## src/rtl/qm_memarb_pkg.sv

```systemverilog
// rtl/qm_memarb_pkg.sv - shared line geometry and grant-side encoding for the memory arbiter
package qm_memarb_pkg;

  localparam int QM_LINE_WORDS = 4;
  localparam int QM_LW_BITS    = 2;

  typedef enum logic {
    GRANT_I = 1'b0,
    GRANT_D = 1'b1
  } grant_e;

endpackage

```

## src/rtl/qm_memarb_if.sv

```systemverilog
// rtl/qm_memarb_if.sv - I-side, D-side and backing-memory signals of the memory arbiter
interface qm_memarb_if
  import qm_memarb_pkg::*;
#(
  parameter int LW_BITS = QM_LW_BITS
) ();

  logic               ic_req;
  logic [31:0]        ic_address;
  logic               ic_valid;
  logic [LW_BITS-1:0] ic_word;
  logic [31:0]        ic_data;
  logic               ic_done;

  logic               dm_req;
  logic               dm_write;
  logic [31:0]        dm_address;
  logic [31:0]        dm_wdata;
  logic               dm_ack;
  logic [31:0]        dm_rdata;

  logic [31:0]        mem_address;
  logic               mem_read;
  logic               mem_write;
  logic [31:0]        mem_wdata;
  logic [31:0]        mem_rdata;
  logic               mem_ack;

  modport slave (
    input  ic_req, ic_address, dm_req, dm_write, dm_address, dm_wdata, mem_rdata, mem_ack,
    output ic_valid, ic_word, ic_data, ic_done, dm_ack, dm_rdata,
           mem_address, mem_read, mem_write, mem_wdata
  );

  modport master (
    output ic_req, ic_address, dm_req, dm_write, dm_address, dm_wdata, mem_rdata, mem_ack,
    input  ic_valid, ic_word, ic_data, ic_done, dm_ack, dm_rdata,
           mem_address, mem_read, mem_write, mem_wdata
  );

endinterface

```

## src/rtl/qm_memarb.sv

```systemverilog
// rtl/qm_memarb.sv - round-robin arbiter sharing one memory port between I-line fills and D accesses
module qm_memarb
  import qm_memarb_pkg::*;
#(
  parameter int LINE_WORDS = QM_LINE_WORDS,
  parameter int LW_BITS    = QM_LW_BITS
) (
  input  logic        sys_clk,
  input  logic        reset,
  qm_memarb_if.slave  bus
);

  localparam int                 BASE_W    = 30 - LW_BITS;
  localparam logic [LW_BITS-1:0] LAST_WORD = LW_BITS'(LINE_WORDS - 1);

  typedef enum logic [1:0] {
    S_IDLE  = 2'd0,
    S_IFILL = 2'd1,
    S_DACC  = 2'd2
  } state_e;

  state_e              state_q, state_d;
  grant_e              last_grant_q, last_grant_d;
  logic [BASE_W-1:0]   base_q, base_d;
  logic [LW_BITS-1:0]  cnt_q, cnt_d;
  logic                d_write_q, d_write_d;

  logic [31:0]         mem_address_q, mem_address_d;
  logic                mem_read_q, mem_read_d;
  logic                mem_write_q, mem_write_d;
  logic [31:0]         mem_wdata_q, mem_wdata_d;
  logic                ic_valid_q, ic_valid_d;
  logic [LW_BITS-1:0]  ic_word_q, ic_word_d;
  logic [31:0]         ic_data_q, ic_data_d;
  logic                ic_done_q, ic_done_d;
  logic                dm_ack_q, dm_ack_d;
  logic [31:0]         dm_rdata_q, dm_rdata_d;

  logic                ic_elig, dm_elig;
  logic [LW_BITS-1:0]  cnt_inc;
  logic                unused_addr_bits;

  // A requester still sees its own completion pulse this cycle, so it is not yet eligible.
  assign ic_elig          = bus.ic_req && !ic_done_q;
  assign dm_elig          = bus.dm_req && !dm_ack_q;
  assign cnt_inc          = cnt_q + 1'b1;
  assign unused_addr_bits = ^bus.ic_address[LW_BITS+1:0];

  always_comb begin
    state_d       = state_q;
    last_grant_d  = last_grant_q;
    base_d        = base_q;
    cnt_d         = cnt_q;
    d_write_d     = d_write_q;
    mem_address_d = mem_address_q;
    mem_read_d    = mem_read_q;
    mem_write_d   = mem_write_q;
    mem_wdata_d   = mem_wdata_q;
    ic_valid_d    = 1'b0;
    ic_word_d     = ic_word_q;
    ic_data_d     = ic_data_q;
    ic_done_d     = 1'b0;
    dm_ack_d      = 1'b0;
    dm_rdata_d    = dm_rdata_q;

    case (state_q)
      S_IDLE: begin
        if (ic_elig && (!dm_elig || last_grant_q == GRANT_D)) begin
          state_d       = S_IFILL;
          last_grant_d  = GRANT_I;
          base_d        = bus.ic_address[31:LW_BITS+2];
          cnt_d         = '0;
          mem_address_d = {bus.ic_address[31:LW_BITS+2], {LW_BITS{1'b0}}, 2'b00};
          mem_read_d    = 1'b1;
          mem_write_d   = 1'b0;
        end else if (dm_elig) begin
          state_d       = S_DACC;
          last_grant_d  = GRANT_D;
          d_write_d     = bus.dm_write;
          mem_address_d = bus.dm_address;
          mem_wdata_d   = bus.dm_wdata;
          mem_write_d   = bus.dm_write;
          mem_read_d    = !bus.dm_write;
        end
      end

      S_IFILL: begin
        if (bus.mem_ack) begin
          ic_valid_d = 1'b1;
          ic_word_d  = cnt_q;
          ic_data_d  = bus.mem_rdata;
          if (cnt_q == LAST_WORD) begin
            ic_done_d  = 1'b1;
            mem_read_d = 1'b0;
            cnt_d      = '0;
            state_d    = S_IDLE;
          end else begin
            cnt_d         = cnt_inc;
            mem_address_d = {base_q, cnt_inc, 2'b00};
          end
        end
      end

      S_DACC: begin
        if (bus.mem_ack) begin
          dm_ack_d    = 1'b1;
          if (!d_write_q) begin
            dm_rdata_d = bus.mem_rdata;
          end
          mem_read_d  = 1'b0;
          mem_write_d = 1'b0;
          state_d     = S_IDLE;
        end
      end

      default: begin
        state_d     = S_IDLE;
        mem_read_d  = 1'b0;
        mem_write_d = 1'b0;
      end
    endcase
  end

  // Reset drops any in-flight command at once; the memory side tolerates the abandoned request.
  always_ff @(posedge sys_clk) begin
    if (reset) begin
      state_q       <= S_IDLE;
      last_grant_q  <= GRANT_D;
      base_q        <= '0;
      cnt_q         <= '0;
      d_write_q     <= 1'b0;
      mem_address_q <= '0;
      mem_read_q    <= 1'b0;
      mem_write_q   <= 1'b0;
      mem_wdata_q   <= '0;
      ic_valid_q    <= 1'b0;
      ic_word_q     <= '0;
      ic_data_q     <= '0;
      ic_done_q     <= 1'b0;
      dm_ack_q      <= 1'b0;
      dm_rdata_q    <= '0;
    end else begin
      state_q       <= state_d;
      last_grant_q  <= last_grant_d;
      base_q        <= base_d;
      cnt_q         <= cnt_d;
      d_write_q     <= d_write_d;
      mem_address_q <= mem_address_d;
      mem_read_q    <= mem_read_d;
      mem_write_q   <= mem_write_d;
      mem_wdata_q   <= mem_wdata_d;
      ic_valid_q    <= ic_valid_d;
      ic_word_q     <= ic_word_d;
      ic_data_q     <= ic_data_d;
      ic_done_q     <= ic_done_d;
      dm_ack_q      <= dm_ack_d;
      dm_rdata_q    <= dm_rdata_d;
    end
  end

  assign bus.mem_address = mem_address_q;
  assign bus.mem_read    = mem_read_q;
  assign bus.mem_write   = mem_write_q;
  assign bus.mem_wdata   = mem_wdata_q;
  assign bus.ic_valid    = ic_valid_q;
  assign bus.ic_word     = ic_word_q;
  assign bus.ic_data     = ic_data_q;
  assign bus.ic_done     = ic_done_q;
  assign bus.dm_ack      = dm_ack_q;
  assign bus.dm_rdata    = dm_rdata_q;

endmodule

```

## src/flat_wrapper.sv

```systemverilog
// flat-port wrapper written by rule: the top's interface ports become plain ports
module qm_memarb_flat import qm_memarb_pkg::*;
#(
  parameter int LINE_WORDS = QM_LINE_WORDS,
  parameter int LW_BITS    = QM_LW_BITS
)
  (sys_clk, reset, bus_ic_req, bus_ic_address, bus_dm_req, bus_dm_write, bus_dm_address, bus_dm_wdata, bus_mem_rdata, bus_mem_ack, bus_ic_valid, bus_ic_word, bus_ic_data, bus_ic_done, bus_dm_ack, bus_dm_rdata, bus_mem_address, bus_mem_read, bus_mem_write, bus_mem_wdata);
  qm_memarb_if #(.LW_BITS(LW_BITS)) bus_i ();
  input  logic sys_clk;
  input  logic reset;
  input wire logic [$bits(bus_i.ic_req)-1:0] bus_ic_req;
  input wire logic [$bits(bus_i.ic_address)-1:0] bus_ic_address;
  input wire logic [$bits(bus_i.dm_req)-1:0] bus_dm_req;
  input wire logic [$bits(bus_i.dm_write)-1:0] bus_dm_write;
  input wire logic [$bits(bus_i.dm_address)-1:0] bus_dm_address;
  input wire logic [$bits(bus_i.dm_wdata)-1:0] bus_dm_wdata;
  input wire logic [$bits(bus_i.mem_rdata)-1:0] bus_mem_rdata;
  input wire logic [$bits(bus_i.mem_ack)-1:0] bus_mem_ack;
  output wire logic [$bits(bus_i.ic_valid)-1:0] bus_ic_valid;
  output wire logic [$bits(bus_i.ic_word)-1:0] bus_ic_word;
  output wire logic [$bits(bus_i.ic_data)-1:0] bus_ic_data;
  output wire logic [$bits(bus_i.ic_done)-1:0] bus_ic_done;
  output wire logic [$bits(bus_i.dm_ack)-1:0] bus_dm_ack;
  output wire logic [$bits(bus_i.dm_rdata)-1:0] bus_dm_rdata;
  output wire logic [$bits(bus_i.mem_address)-1:0] bus_mem_address;
  output wire logic [$bits(bus_i.mem_read)-1:0] bus_mem_read;
  output wire logic [$bits(bus_i.mem_write)-1:0] bus_mem_write;
  output wire logic [$bits(bus_i.mem_wdata)-1:0] bus_mem_wdata;
  assign bus_i.ic_req = bus_ic_req;
  assign bus_i.ic_address = bus_ic_address;
  assign bus_i.dm_req = bus_dm_req;
  assign bus_i.dm_write = bus_dm_write;
  assign bus_i.dm_address = bus_dm_address;
  assign bus_i.dm_wdata = bus_dm_wdata;
  assign bus_i.mem_rdata = bus_mem_rdata;
  assign bus_i.mem_ack = bus_mem_ack;
  assign bus_ic_valid = bus_i.ic_valid;
  assign bus_ic_word = bus_i.ic_word;
  assign bus_ic_data = bus_i.ic_data;
  assign bus_ic_done = bus_i.ic_done;
  assign bus_dm_ack = bus_i.dm_ack;
  assign bus_dm_rdata = bus_i.dm_rdata;
  assign bus_mem_address = bus_i.mem_address;
  assign bus_mem_read = bus_i.mem_read;
  assign bus_mem_write = bus_i.mem_write;
  assign bus_mem_wdata = bus_i.mem_wdata;
  qm_memarb #(.LINE_WORDS(LINE_WORDS), .LW_BITS(LW_BITS)) u_core (.sys_clk(sys_clk), .reset(reset), .bus(bus_i));
endmodule
```

## config.mk

```make
export PLATFORM = sky130hd
export DESIGN_NAME = qm_memarb_flat
export DESIGN_NICKNAME = d
export VERILOG_FILES = /design/src/rtl/qm_memarb_pkg.sv /design/src/rtl/qm_memarb_if.sv /design/src/rtl/qm_memarb.sv /design/src/flat_wrapper.sv
export SDC_FILE = /design/constraint.sdc
export NUM_CORES = 1
export LEC_CHECK = 0
export CORE_MARGIN = 4
export CORE_UTILIZATION = 44
export CTS_CLUSTER_DIAMETER = 30
export CTS_CLUSTER_SIZE = 30
export DETAILED_ROUTE_END_ITERATION = 8
export GPL_TIMING_DRIVEN = 0
export PLACE_DENSITY = 0.8
export SYNTH_ARGS = -nofsm -noshare
export SYNTH_HDL_FRONTEND = slang
export SYNTH_SLANG_ARGS = --single-unit
```

## constraint.sdc

```tcl
create_clock -name sys_clk -period 1.9 [get_ports sys_clk]
set_clock_uncertainty 0.15 [all_clocks]
set_input_delay 0.475 -clock sys_clk [delete_from_list [all_inputs] [get_ports sys_clk]]
set_output_delay 0.475 -clock sys_clk [all_outputs]
set_load 0.1 [all_outputs]
```

==> qor.txt, run 1 <==
Outcome: finished clean
Footprint of the multi-input gates: 3070 µm²
Cells along the critical path: buf_2
Highest layer used for signal routing: met5
H-tree lvl count: 4
Clk_lat worst skew: 0.42 ns
Top cells by area, synth: sky130_fd_sc_hd__dfxtp_1 48%, sky130_fd_sc_hd__nand2_1 10%, sky130_fd_sc_hd__a21oi_1 9.2%, sky130_fd_sc_hd__mux2i_1 4.8%, sky130_fd_sc_hd__nor3_1 4.1%
Number of synthesized flops with an enable pin: 0
Detailed-route DRC error count: 0
Number of max-slew violations in the final report: 0
Number of synthesized register bits: 169
Pin count of the biggest net entering global routing: 17
Initial Util: 0.447
Core area: 15,800 µm²
Clock Pin Slew Worst Setup and Hold Paths: 0.07 ns
Arrival time at the worst endpoint: 1.24 ns
Clk root buf: sky130_fd_sc_hd__clkbuf_16
Post-detailed-placement half-perimeter wirelength: 17.0 mm
Layout area overhead: 41.9%
Post-synth net total: 988
CP top delay family: buffers and inverters
Gate count after technology mapping: 853
IO buf count: 264
Worst setup EP type: output pin
Data required time at the worst endpoint: 1.27 ns
Max-cap violations: 0
Most frequent cells after synthesis: 197 x sky130_fd_sc_hd__nand2_1, 169 x sky130_fd_sc_hd__dfxtp_1, 129 x sky130_fd_sc_hd__a21oi_1, 58 x sky130_fd_sc_hd__inv_1, 58 x sky130_fd_sc_hd__nor3_1
Setup repair after global routing missed its margin: yes
Final non-filler cell area: 10,000 µm²
Path category of the worst min-delay check: flop to flop
Number of buffers added by the clock tree synthesis step: 17
Routability cong.: 0.837
Largest stage delay, worst path: 0.44 ns
Vias in the first global route: 6,646
Routed wire per std cell: 17.1 µm
Distinct cell type count after synthesis: 45
Number of cells traversed by the worst hold path: 2
DRT Wirelength: 23.4 mm
Via count: 7,046
Total area of sequential cells: 3390 µm²
Cell Rows: 46
CTS tree: yes
Worst-case vdd ir drop: 0.586 mV
Worst slew margin: 0.584
Die area: 18,100 µm²
Count of boundary I/O pins: 269
Top fanout value on the critical path: 2
Buffers and inverters on the worst path: 1
Wire length on met2: 11.6 mm
Worst Tran Pin Value: 0.624 ns
Overall die height: 135 µm
Path depth of the worst reg2reg path: 7
Detail Route Antenna Nets: 0
Nets: 1,277
Fin crit share: 0.981
Minimum clock period: 1.86 ns
Category of the worst setup path launch point: flop
Syn. warnings: 0
Primary FF master, synth: sky130_fd_sc_hd__dfxtp_1
Number of antenna violations at the first check in global routing: 2
Width of the die: 135 µm
Clock sink count: 169
Instance area after placement: 9970 µm²
Critical path's slowest cell: sky130_fd_sc_hd__buf_2
Sequential share of the synthesized area: 0.480
Routed via count divided by cell count: 5.14
Met3 routed wirelength: 2.30 mm
CP Depth: 1
GRT Overall Usage: 0.250
Post-synthesis async set-or-reset flop share: 0
Final global-route overflow total: 0
Hold-fix buffer count after cts: 0
Highest clock rate: 537 MHz
Non-filler cells, final: 1,370
Register-to-register setup slack: 0.08 ns
Mean cell area of the mapped netlist: 8.26 µm²
Pwr/cell area: 1010 nW/µm²
Largest area contributor in the synthesized netlist: sky130_fd_sc_hd__dfxtp_1
Final Hold Violating Endpoints: 0
Clock buffer depth: 2
Drt initial violations: 367
Combined area of all synthesized cells: 7050 µm²
Type of the worst setup path: flop to output pin
Share of Yosys cell area claimed by the top area cell type: 0.480
First-pass GRT wire length: 35.6 mm
Final-report setup violation count: 0
Fraction of final layout cells sized beyond drive strength 1: 0.232
Total iterations of the first detailed-routing run: 5
Detailed-routing wirelength on met1: 9.13 mm
Pleak: 4.15 nW
Most numerous cell in the Yosys netlist: sky130_fd_sc_hd__nand2_1
Post-Place Cells: 1,333
Filler cells: 1,454
==> where the power goes <==
group	switching, mW	internal [mW]
clock network	1.46	1.75
logic	2.20	0.828
registers	0.124	3.78
==> per-layer routing <==
metal	up-vias	GRT usage
li1	3435	-
met3	25	0.0868
met1	3295	0.299
met2	289	0.425
met5	-	0
met4	2	0.0752
==> kinds of logic (layout without fill, tap and decap cells) <==
| kind of cell | after synthesis | after routing | synth area share |
|---|---|---|---|
| buffers and inverters | 126 | 426 | 0.0896 |
| AO/OA/AOI/OAI | 199 | 199 | 0.184 |
| other | 0 | 1 | 0 |
| AND/OR/NAND/NOR | 324 | 324 | 0.196 |
| adder cells (fa/ha/maj) | 1 | 1 | 0.00177 |
| multiplexers | 34 | 34 | 0.0483 |
| flip-flops | 169 | 169 | 0.480 |
==> worst paths after layout <==
kind,startpoint,endpoint
worst max-delay path,u_core.bus.dm_rdata[29],bus_dm_rdata[29]
worst min-delay path,u_core.bus.dm_rdata[3],u_core.bus.dm_rdata[3]
worst max register to register,u_core.bus.dm_ack,u_core.bus.mem_wdata[21]
worst min register to register,u_core.bus.dm_rdata[3],u_core.bus.dm_rdata[3]
==> timing repair <==
action / 4_1_cts / 5_1_grt
cloned: 1 / 0
pin swaps: 1 / 2
gates resized for setup: 697 / 17
endpoints found under the setup margin: 241 / 43
setup buffers: 2 / 3
==> stage by stage <==
step                       util  setup slack, ns  hold slack, ns  power (mW)  setup TNS [ns]
after floorplan               -           0.0262           0.286        6.19               0
after global placement    0.632           -0.754           0.290        7.09         -107.83
after detailed placement  0.632           -0.792           0.296        7.11         -111.99
after CTS                 0.630          0.00346           0.302        10.2               0
after global routing      0.634         -0.00670           0.316        10.5         -0.0232
final                     0.634           0.0364           0.300        10.1               0
==> placed cells by master (no fill, tap or decap), types with 4 or more instances in the layout <==
master and instances:
sky130_fd_sc_hd__clkbuf_16 17, sky130_fd_sc_hd__nand3_1 6, sky130_fd_sc_hd__inv_1 58, sky130_fd_sc_hd__mux2i_1 34, sky130_fd_sc_hd__nor2_1 42, sky130_fd_sc_hd__inv_6 4
sky130_fd_sc_hd__o32ai_2 16, sky130_fd_sc_hd__buf_2 156, sky130_fd_sc_hd__o32ai_1 12, sky130_fd_sc_hd__clkbuf_4 5, sky130_fd_sc_hd__nor3_1 58, sky130_fd_sc_hd__clkbuf_1 8
sky130_fd_sc_hd__clkbuf_2 12, sky130_fd_sc_hd__buf_6 5, sky130_fd_sc_hd__o21ai_1 9, sky130_fd_sc_hd__buf_4 14, sky130_fd_sc_hd__a21oi_1 128, sky130_fd_sc_hd__buf_12 5
sky130_fd_sc_hd__o21ai_0 21, sky130_fd_sc_hd__dfxtp_1 165, sky130_fd_sc_hd__clkdlybuf4s50_1 126, sky130_fd_sc_hd__nand2_1 197
==> layout make-up <==
class                           instances  share of cell area
Antenna cell                            1            0.000250
Timing Repair Buffer                  270               0.207
Inverter                               59              0.0223
Tap cell                              216              0.0270
Clock inverter                         11             0.00888
Sequential cell                       169               0.339
Multi-Input combinational cell        558               0.306
Buffer                                 67              0.0443
Clock buffer                           19              0.0453
==> flip-flops by register name, indices dropped and copies added (netlist names) <==
signal                  cells
u_core.bus.dm_rdata        32
u_core.bus.ic_data         32
u_core.bus.mem_address     32
u_core.bus.mem_wdata       32
u_core.base_q              28
u_core.bus.ic_word          2
u_core.cnt_q                2
u_core.state_q              2
u_core.bus.dm_ack           1
u_core.bus.ic_done          1
u_core.bus.ic_valid         1
u_core.bus.mem_read         1
u_core.bus.mem_write        1
u_core.d_write_q            1
u_core.last_grant_q         1
(Power assumes the default switching activity.)
==> run 2: changes to the inputs <==
--- a/config.mk
+++ b/config.mk
@@ -5,13 +5,14 @@
 export SDC_FILE = /design/constraint.sdc
 export NUM_CORES = 1
 export LEC_CHECK = 0
+export CORE_ASPECT_RATIO = 0.75
 export CORE_MARGIN = 4
-export CORE_UTILIZATION = 44
+export CORE_UTILIZATION = 40
 export CTS_CLUSTER_DIAMETER = 30
 export CTS_CLUSTER_SIZE = 30
 export DETAILED_ROUTE_END_ITERATION = 8
 export GPL_TIMING_DRIVEN = 0
-export PLACE_DENSITY = 0.8
+export PLACE_DENSITY = 0.77
 export SYNTH_ARGS = -nofsm -noshare
 export SYNTH_HDL_FRONTEND = slang
 export SYNTH_SLANG_ARGS = --single-unit
==> constraint.sdc (replaced) <==
create_clock -name sys_clk -period 1.5 [get_ports sys_clk]
set_clock_uncertainty 0.15 [all_clocks]
set_input_delay 0.375 -clock sys_clk [delete_from_list [all_inputs] [get_ports sys_clk]]
set_output_delay 0.375 -clock sys_clk [all_outputs]
set_load 0.1 [all_outputs]
==> qor.txt, run 2 (synthesized netlist as in run 1, its figures left out) <==
Outcome: finished with violations
Violations in the final reports: setup timing
Total iterations of the first detailed-routing run: 5 (unchanged)
Layout area overhead: 107%
Arrival time at the worst endpoint: 1.98 ns (+0.74 ns)
Most common cell after layout, fill and taps aside: sky130_fd_sc_hd__buf_12
Setup TNS: -22.43 ns (-22.43 ns)
Clock Pin Slew Worst Setup and Hold Paths: 0.07 ns (about the same)
Fin crit share: 1.21
Path category of the worst min-delay check: flop to flop
CP Depth: 6 (+5)
Clock buffer depth: 2 (unchanged)
Footprint of the multi-input gates: 4080 µm² (+33%)
Clk_lat worst skew: 0.44 ns (+0.02 ns)
Routability cong.: 0.823 (-1.7%)
Filler cells: 810 (-44%)
Buffers and inverters on the worst path: 2 (+1)
Hold-fix buffer count after cts: 0 (unchanged)
Setup repair after global routing missed its margin: yes
Count of boundary I/O pins: 269 (unchanged)
Type of the worst setup path: flop to flop
Critical path's slowest cell: sky130_fd_sc_hd__dfxtp_4
Largest stage delay, worst path: 0.37 ns (-0.07 ns)
Worst setup EP type: flop
Flop pwr share: 0.336 (-0.049)
Commonest cells after routing, fill and taps aside: 141 x sky130_fd_sc_hd__buf_12, 132 x sky130_fd_sc_hd__nand2_1, 126 x sky130_fd_sc_hd__clkdlybuf4s50_1
Worst-case vdd ir drop: 0.941 mV (+61%)
Startpoint of the lowest-slack register-to-register path: u_core.state_q[1]
Minimum clock period: 1.81 ns
Via count: 8,300 (+18%)
Number of max-slew violations in the final report: 0 (unchanged)
Fraction of final layout cells sized beyond drive strength 1: 0.560 (+0.329)
Number of buffers added by the clock tree synthesis step: 17 (unchanged)
Final Hold Violating Endpoints: 0 (unchanged)
Core area: 17,000 µm² (+8.0%)
Number of cells traversed by the worst hold path: 2 (unchanged)
CTS tree: yes
Cell Rows: 41 (-11%)
Instance area after placement: 10,000 µm² (+0.62%)
Max-cap violations: 0 (unchanged)
Nets: 1,370 (+7.3%)
Detailed-route DRC error count: 0 (unchanged)
Total area of sequential cells: 3670 µm² (+8.3%)
Data required time at the worst endpoint: 1.67 ns (+0.40 ns)
Clk root buf: sky130_fd_sc_hd__clkbuf_16
Worst Tran Pin Value: 0.808 ns (+0.184 ns)
Post-detailed-placement half-perimeter wirelength: 17.5 mm (+3.5%)
DRT Wirelength: 34.5 mm (+48%)
Initial Util: 0.414 (-0.0331)
GRT Overall Usage: 0.281 (+0.0309)
Final global-route overflow total: 0 (unchanged)
Switching power as a share of total power: 0.371 (-0.00173)
Die area: 19,800 µm² (+9.5%)
Part of the power in combinational logic: 0.363 (+0.065)
Drt initial violations: 840 (+130%)
Category of the worst setup path launch point: flop
Width of the die: 161 µm (+20%)
Final non-filler cell area: 14,600 µm² (+46%)
Final-report setup violation count: 219 (+219)
Final worst setup slack: -0.308 ns (-0.345 ns)
Clock sink count: 169 (unchanged)
Highest clock rate: 553 MHz
Path depth of the worst reg2reg path: 6 (-1)
Pleak: 5.55 nW (+34%)
Routed via count divided by cell count: 5.59 (+8.6%)
Pwr/cell area: 1050 nW/µm² (+3.3%)
Cells along the critical path: and2b_2 -> and2_1 -> buf_6 -> buf_8 -> nand2_1 -> a21oi_1
H-tree lvl count: 4 (unchanged)
First-pass GRT wire length: 43.5 mm (+22%)
Internal: 9.62 mW (+51%)
Hold Crit Start: u_core.base_q[19]
Top fanout value on the critical path: 10 (+8)
Clock share of power: 0.302 (-0.015)
Pin count of the biggest net entering global routing: 17 (unchanged)
Worst slew margin: 0.462 (-0.123)
Number of antenna violations at the first check in global routing: 2 (unchanged)
CP top delay family: simple AND/OR/NAND/NOR gates
Net switching power: 5.69 mW (+50%)
IO buf count: 264 (unchanged)
Vias in the first global route: 7,898 (+19%)
Routed wire per std cell: 23.2 µm (+36%)
Overall die height: 123 µm (-8.6%)
Crit path from: u_core.state_q[1]
Detail Route Antenna Nets: 0 (unchanged)
[run 2: path summary, 6_finish.rpt]
kind / end / slack [ns]
max: u_core.bus.ic_data[26] / -0.31
min: u_core.base_q[19] / 0.32
max reg2reg: u_core.bus.ic_data[26] / -0.31
min reg2reg: u_core.base_q[19] / 0.32
[run 2: layout make-up]
type	count	area share
clock inverters	13	0.0110
well taps	236	0.0202
plain buffers	65	0.0492
repair buffers	365	0.344
clock buffers	19	0.0303
diodes	2	0.000342
flip-flops and latches	169	0.251
inverters	59	0.0152
multi-input cells	558	0.279
[run 2: per-stage QoR]
stage / utilization / power (mW) / std cells / hold WS, ns / worst slack, ns
4_1_cts: 0.770 / 14.6 / 1418 / 0.306 / -0.154
3_5_place_dp: 0.589 / 9.04 / 1353 / 0.297 / -1.04
2_1_floorplan: - / 7.85 / 853 / 0.286 / -0.288
3_3_place_gp: 0.589 / 9.00 / 1353 / 0.292 / -1.02
6_report: 0.859 / 15.3 / 1486 / 0.322 / -0.308
5_1_grt: 0.859 / 15.7 / 1486 / 0.336 / -0.318
[run 2: power by group through the flow]
stage / combinational (mW) / sequential, mW / clock (mW)
2_1_floorplan: 1.10 / 6.75 / 0
3_5_place_dp: 3.98 / 5.06 / 0
5_1_grt: 5.72 / 5.16 / 4.80
3_3_place_gp: 3.95 / 5.05 / 0
4_1_cts: 4.87 / 5.14 / 4.59
6_report: 5.56 / 5.14 / 4.62
[run 2: metal layers]
layer / track usage / share of wire / wire length [µm] / vias to the layer above
met3: 0.0880 / 0.081 / 2810 / 118
met1: 0.345 / 0.38 / 13100 / 4043
li1: - / - / - / 3650
met2: 0.483 / 0.50 / 17200 / 489
met5: 0 / 0 / 0 / -
met4: 0.0762 / 0.041 / 1400 / 0
[run 2: tightest hold or removal path, cell delays in order (launching register included)]
cell and delay, ns:
sky130_fd_sc_hd__dfxtp_1 0.31, sky130_fd_sc_hd__nand2_1 0.07, sky130_fd_sc_hd__a21oi_2 0.05
[run 2: repair_timing]
action / in CTS / in global routing
pin swaps: 96 / 59
cloned: 9 / 7
setup endpoints to repair: 300 / 295
gates resized for setup: 1542 / 264
buffers inserted: 26 / 61
==> run 3: changes to the inputs <==
--- a/config.mk
+++ b/config.mk
@@ -5,14 +5,15 @@
 export SDC_FILE = /design/constraint.sdc
 export NUM_CORES = 1
 export LEC_CHECK = 0
+export CAP_MARGIN = 20
 export CORE_ASPECT_RATIO = 0.75
 export CORE_MARGIN = 4
-export CORE_UTILIZATION = 40
+export CORE_UTILIZATION = 44
 export CTS_CLUSTER_DIAMETER = 30
 export CTS_CLUSTER_SIZE = 30
 export DETAILED_ROUTE_END_ITERATION = 8
 export GPL_TIMING_DRIVEN = 0
-export PLACE_DENSITY = 0.77
+export PLACE_DENSITY = 0.8
 export SYNTH_ARGS = -nofsm -noshare
 export SYNTH_HDL_FRONTEND = slang
 export SYNTH_SLANG_ARGS = --single-unit
==> constraint.sdc (replaced) <==
create_clock -name sys_clk -period 2 [get_ports sys_clk]
set_clock_uncertainty 0.15 [all_clocks]
set_input_delay 0.5 -clock sys_clk [delete_from_list [all_inputs] [get_ports sys_clk]]
set_output_delay 0.5 -clock sys_clk [all_outputs]
set_load 0.1 [all_outputs]
==> qor.txt, run 3 (synthesized netlist as in run 1, its figures left out) <==
Overall die height: 118 µm (-4.4%)
Clk_lat worst skew: 0.43 ns (about the same)
Post-Place Cells: 1,322 (-2.3%)
Cell Rows: 39 (-4.9%)
Detailed-route DRC error count: 0 (unchanged)
CTS tree: yes
First-pass GRT wire length: 36.8 mm (-15%)
Type of the worst setup path: flop to output pin
Max-cap violations: 0 (unchanged)
Layout area overhead: 47.1%
Die area: 18,100 µm² (-8.6%)
Minimum clock period: 1.98 ns
H-tree lvl count: 4 (unchanged)
Number of antenna violations at the first check in global routing: 0 (-2)
Path category of the worst min-delay check: flop to flop
Final Util: 0.670 (-0.188)
Routability cong.: 0.840 (+2.0%)
Via count: 7,102 (-14%)
Number of max-slew violations in the final report: 0 (unchanged)
Vias in the first global route: 6,910 (-13%)
Clk root buf: sky130_fd_sc_hd__clkbuf_16
Routed wire per std cell: 17.3 µm (-25%)
Highest layer used for signal routing: met4
Largest stage delay, worst path: 0.56 ns (+0.19 ns)
Worst reg2reg path endpoint: u_core.bus.mem_address[23]
Arrival time at the worst endpoint: 1.33 ns (-0.65 ns)
Worst Tran Pin Value: 0.608 ns (-0.199 ns)
Clock sink count: 169 (unchanged)
Path depth of the worst reg2reg path: 7 (+1)
Hold Crit Start: u_core.bus.dm_rdata[23]
Cells along the critical path: clkdlybuf4s15_2
Total iterations of the first detailed-routing run: 5 (unchanged)
Setup repair after global routing missed its margin: yes
Register-to-register setup slack: 0.07 ns (+0.38 ns)
Met3 routed wirelength: 2.16 mm (-23%)
Fin crit share: 0.988
Diodes inserted: 0 (-2)
Wire length on met2: 10.6 mm (-38%)
Final Hold Violating Endpoints: 0 (unchanged)
Final-report setup violation count: 0 (-100%)
DRT Wirelength: 23.5 mm (-32%)
Instance area after placement: 9950 µm² (-0.77%)
Worst slew margin: 0.595 (+0.133)
Detailed-routing wirelength on met1: 10.4 mm (-21%)
Data required time at the worst endpoint: 1.35 ns (-0.32 ns)
Routed via count divided by cell count: 5.23 (-6.3%)
Buffers and inverters on the worst path: 1 (-1)
Worst setup EP type: output pin
Pwr/cell area: 984 nW/µm² (-6.0%)
Nets: 1,274 (-7.0%)
Category of the worst setup path launch point: flop
Final global-route overflow total: 0 (unchanged)
Worst-case vdd ir drop: 0.676 mV (-28%)
Final non-filler cell area: 10,400 µm² (-29%)
Detail Route Antenna Nets: 0 (unchanged)
Highest clock rate: 506 MHz
Drt initial violations: 602 (-28%)
Startpoint of the lowest-slack register-to-register path: u_core.cnt_q[0]
Count of boundary I/O pins: 269 (unchanged)
Critical path's slowest cell: sky130_fd_sc_hd__clkdlybuf4s15_2
Fraction of final layout cells sized beyond drive strength 1: 0.227 (-0.333)
Commonest cells after routing, fill and taps aside: 197 x sky130_fd_sc_hd__nand2_1, 166 x sky130_fd_sc_hd__dfxtp_1, 128 x sky130_fd_sc_hd__a21oi_1
Clock Pin Slew Worst Setup and Hold Paths: 0.07 ns (about the same)
Post-detailed-placement half-perimeter wirelength: 17.5 mm (-0.15%)
Crit path from: u_core.bus.mem_address[14]
Number of buffers added by the clock tree synthesis step: 17 (unchanged)
Setup TNS: 0 ns (+22.43 ns)
Initial Util: 0.456 (+0.0418)
Pin count of the biggest net entering global routing: 17 (unchanged)
Core area: 15,500 µm² (-9.2%)
IO buf count: 264 (unchanged)
Width of the die: 154 µm (-4.4%)
CP top delay family: buffers and inverters
Clock buffer depth: 2 (unchanged)
Most common cell after layout, fill and taps aside: sky130_fd_sc_hd__nand2_1
Pleak: 4.09 nW (-26%)
Hold-fix buffer count after cts: 0 (unchanged)
Non-filler cells, final: 1,357 (-8.7%)
Top fanout value on the critical path: 2 (-8)
Number of cells traversed by the worst hold path: 2 (unchanged)
Min-Delay Endpoint: u_core.bus.dm_rdata[23]
Outcome: finished clean
GRT Overall Usage: 0.251 (-0.0298)
-- run 3: cell count changes in the layout (fill, tap and decap cells not counted), moves of 44 or more --
cell	previous run	this run
sky130_fd_sc_hd__buf_12	141	3
sky130_fd_sc_hd__dfxtp_1	29	166
sky130_fd_sc_hd__a21oi_1	34	128
sky130_fd_sc_hd__dfxtp_2	95	3
sky130_fd_sc_hd__a21oi_2	92	1
sky130_fd_sc_hd__buf_2	3	94
sky130_fd_sc_hd__buf_4	78	13
sky130_fd_sc_hd__nand2_1	132	197
sky130_fd_sc_hd__dfxtp_4	45	0
sky130_fd_sc_hd__nand2_4	46	1
sky130_fd_sc_hd__clkdlybuf4s18_2	0	44
-- run 3: report_power, final --
group,leakage [nW],internal [mW],switching [mW]
Combinational,2.40,0.815,2.09
Clock,0.306,2.14,1.43
Sequential,1.38,3.59,0.128
Total,4.09,6.55,3.65
-- run 3: layout make-up --
class,instances,area [µm²]
fillers,1360,5100
flip-flops and latches,169,3390
multi-input cells,558,3080
repair buffers,267,2330
plain buffers,67,453
clock buffers,19,443
well taps,205,256
inverters,59,221
clock inverters,13,191
-- run 3: worst min-delay path, cell delays in order (launching register included) --
cell	delay (ns)
sky130_fd_sc_hd__dfxtp_1	0.31
sky130_fd_sc_hd__nand2_1	0.05
sky130_fd_sc_hd__a21oi_1	0.05
-- run 3: repair_timing --
action / 4_1_cts / 5_1_grt
setup buffers: 3 / 0
gates resized for setup: 454 / 186
setup endpoints to repair: 237 / 192
pin swaps: 0 / 2
cloned: 0 / 0
-- run 3: per-stage QoR --
| step | power, mW | hold slack [ns] | worst slack [ns] |
|---|---|---|---|
| after floorplan | 5.88 | 0.286 | 0.0257 |
| after global placement | 6.73 | 0.290 | -0.663 |
| after detailed placement | 6.76 | 0.296 | -0.651 |
| after CTS | 10.3 | 0.305 | 0.000599 |
| after global routing | 10.5 | 0.321 | -0.00157 |
| final | 10.2 | 0.302 | 0.0247 |
-- run 3: worst max path at each step --
stage / to / slack (ns) / depth (start not counted)
after global placement: u_core.base_q[18] / -0.66 / 5
after global routing: u_core.bus.mem_address[24] / -0.002 / 6
after detailed placement: u_core.bus.mem_wdata[24] / -0.65 / 5
after CTS: bus_mem_address[25] / 0.0006 / 1
final: bus_mem_address[14] / 0.02 / 1
after floorplan: u_core.bus.mem_wdata[10] / 0.03 / 6
-- run 3: routing by layer --
layer | vias to the layer above | track usage
li1 | 3434 | -
met1 | 3348 | 0.329
met2 | 286 | 0.394
met3 | 34 | 0.0875
met4 | 0 | 0.0673
met5 | - | 0
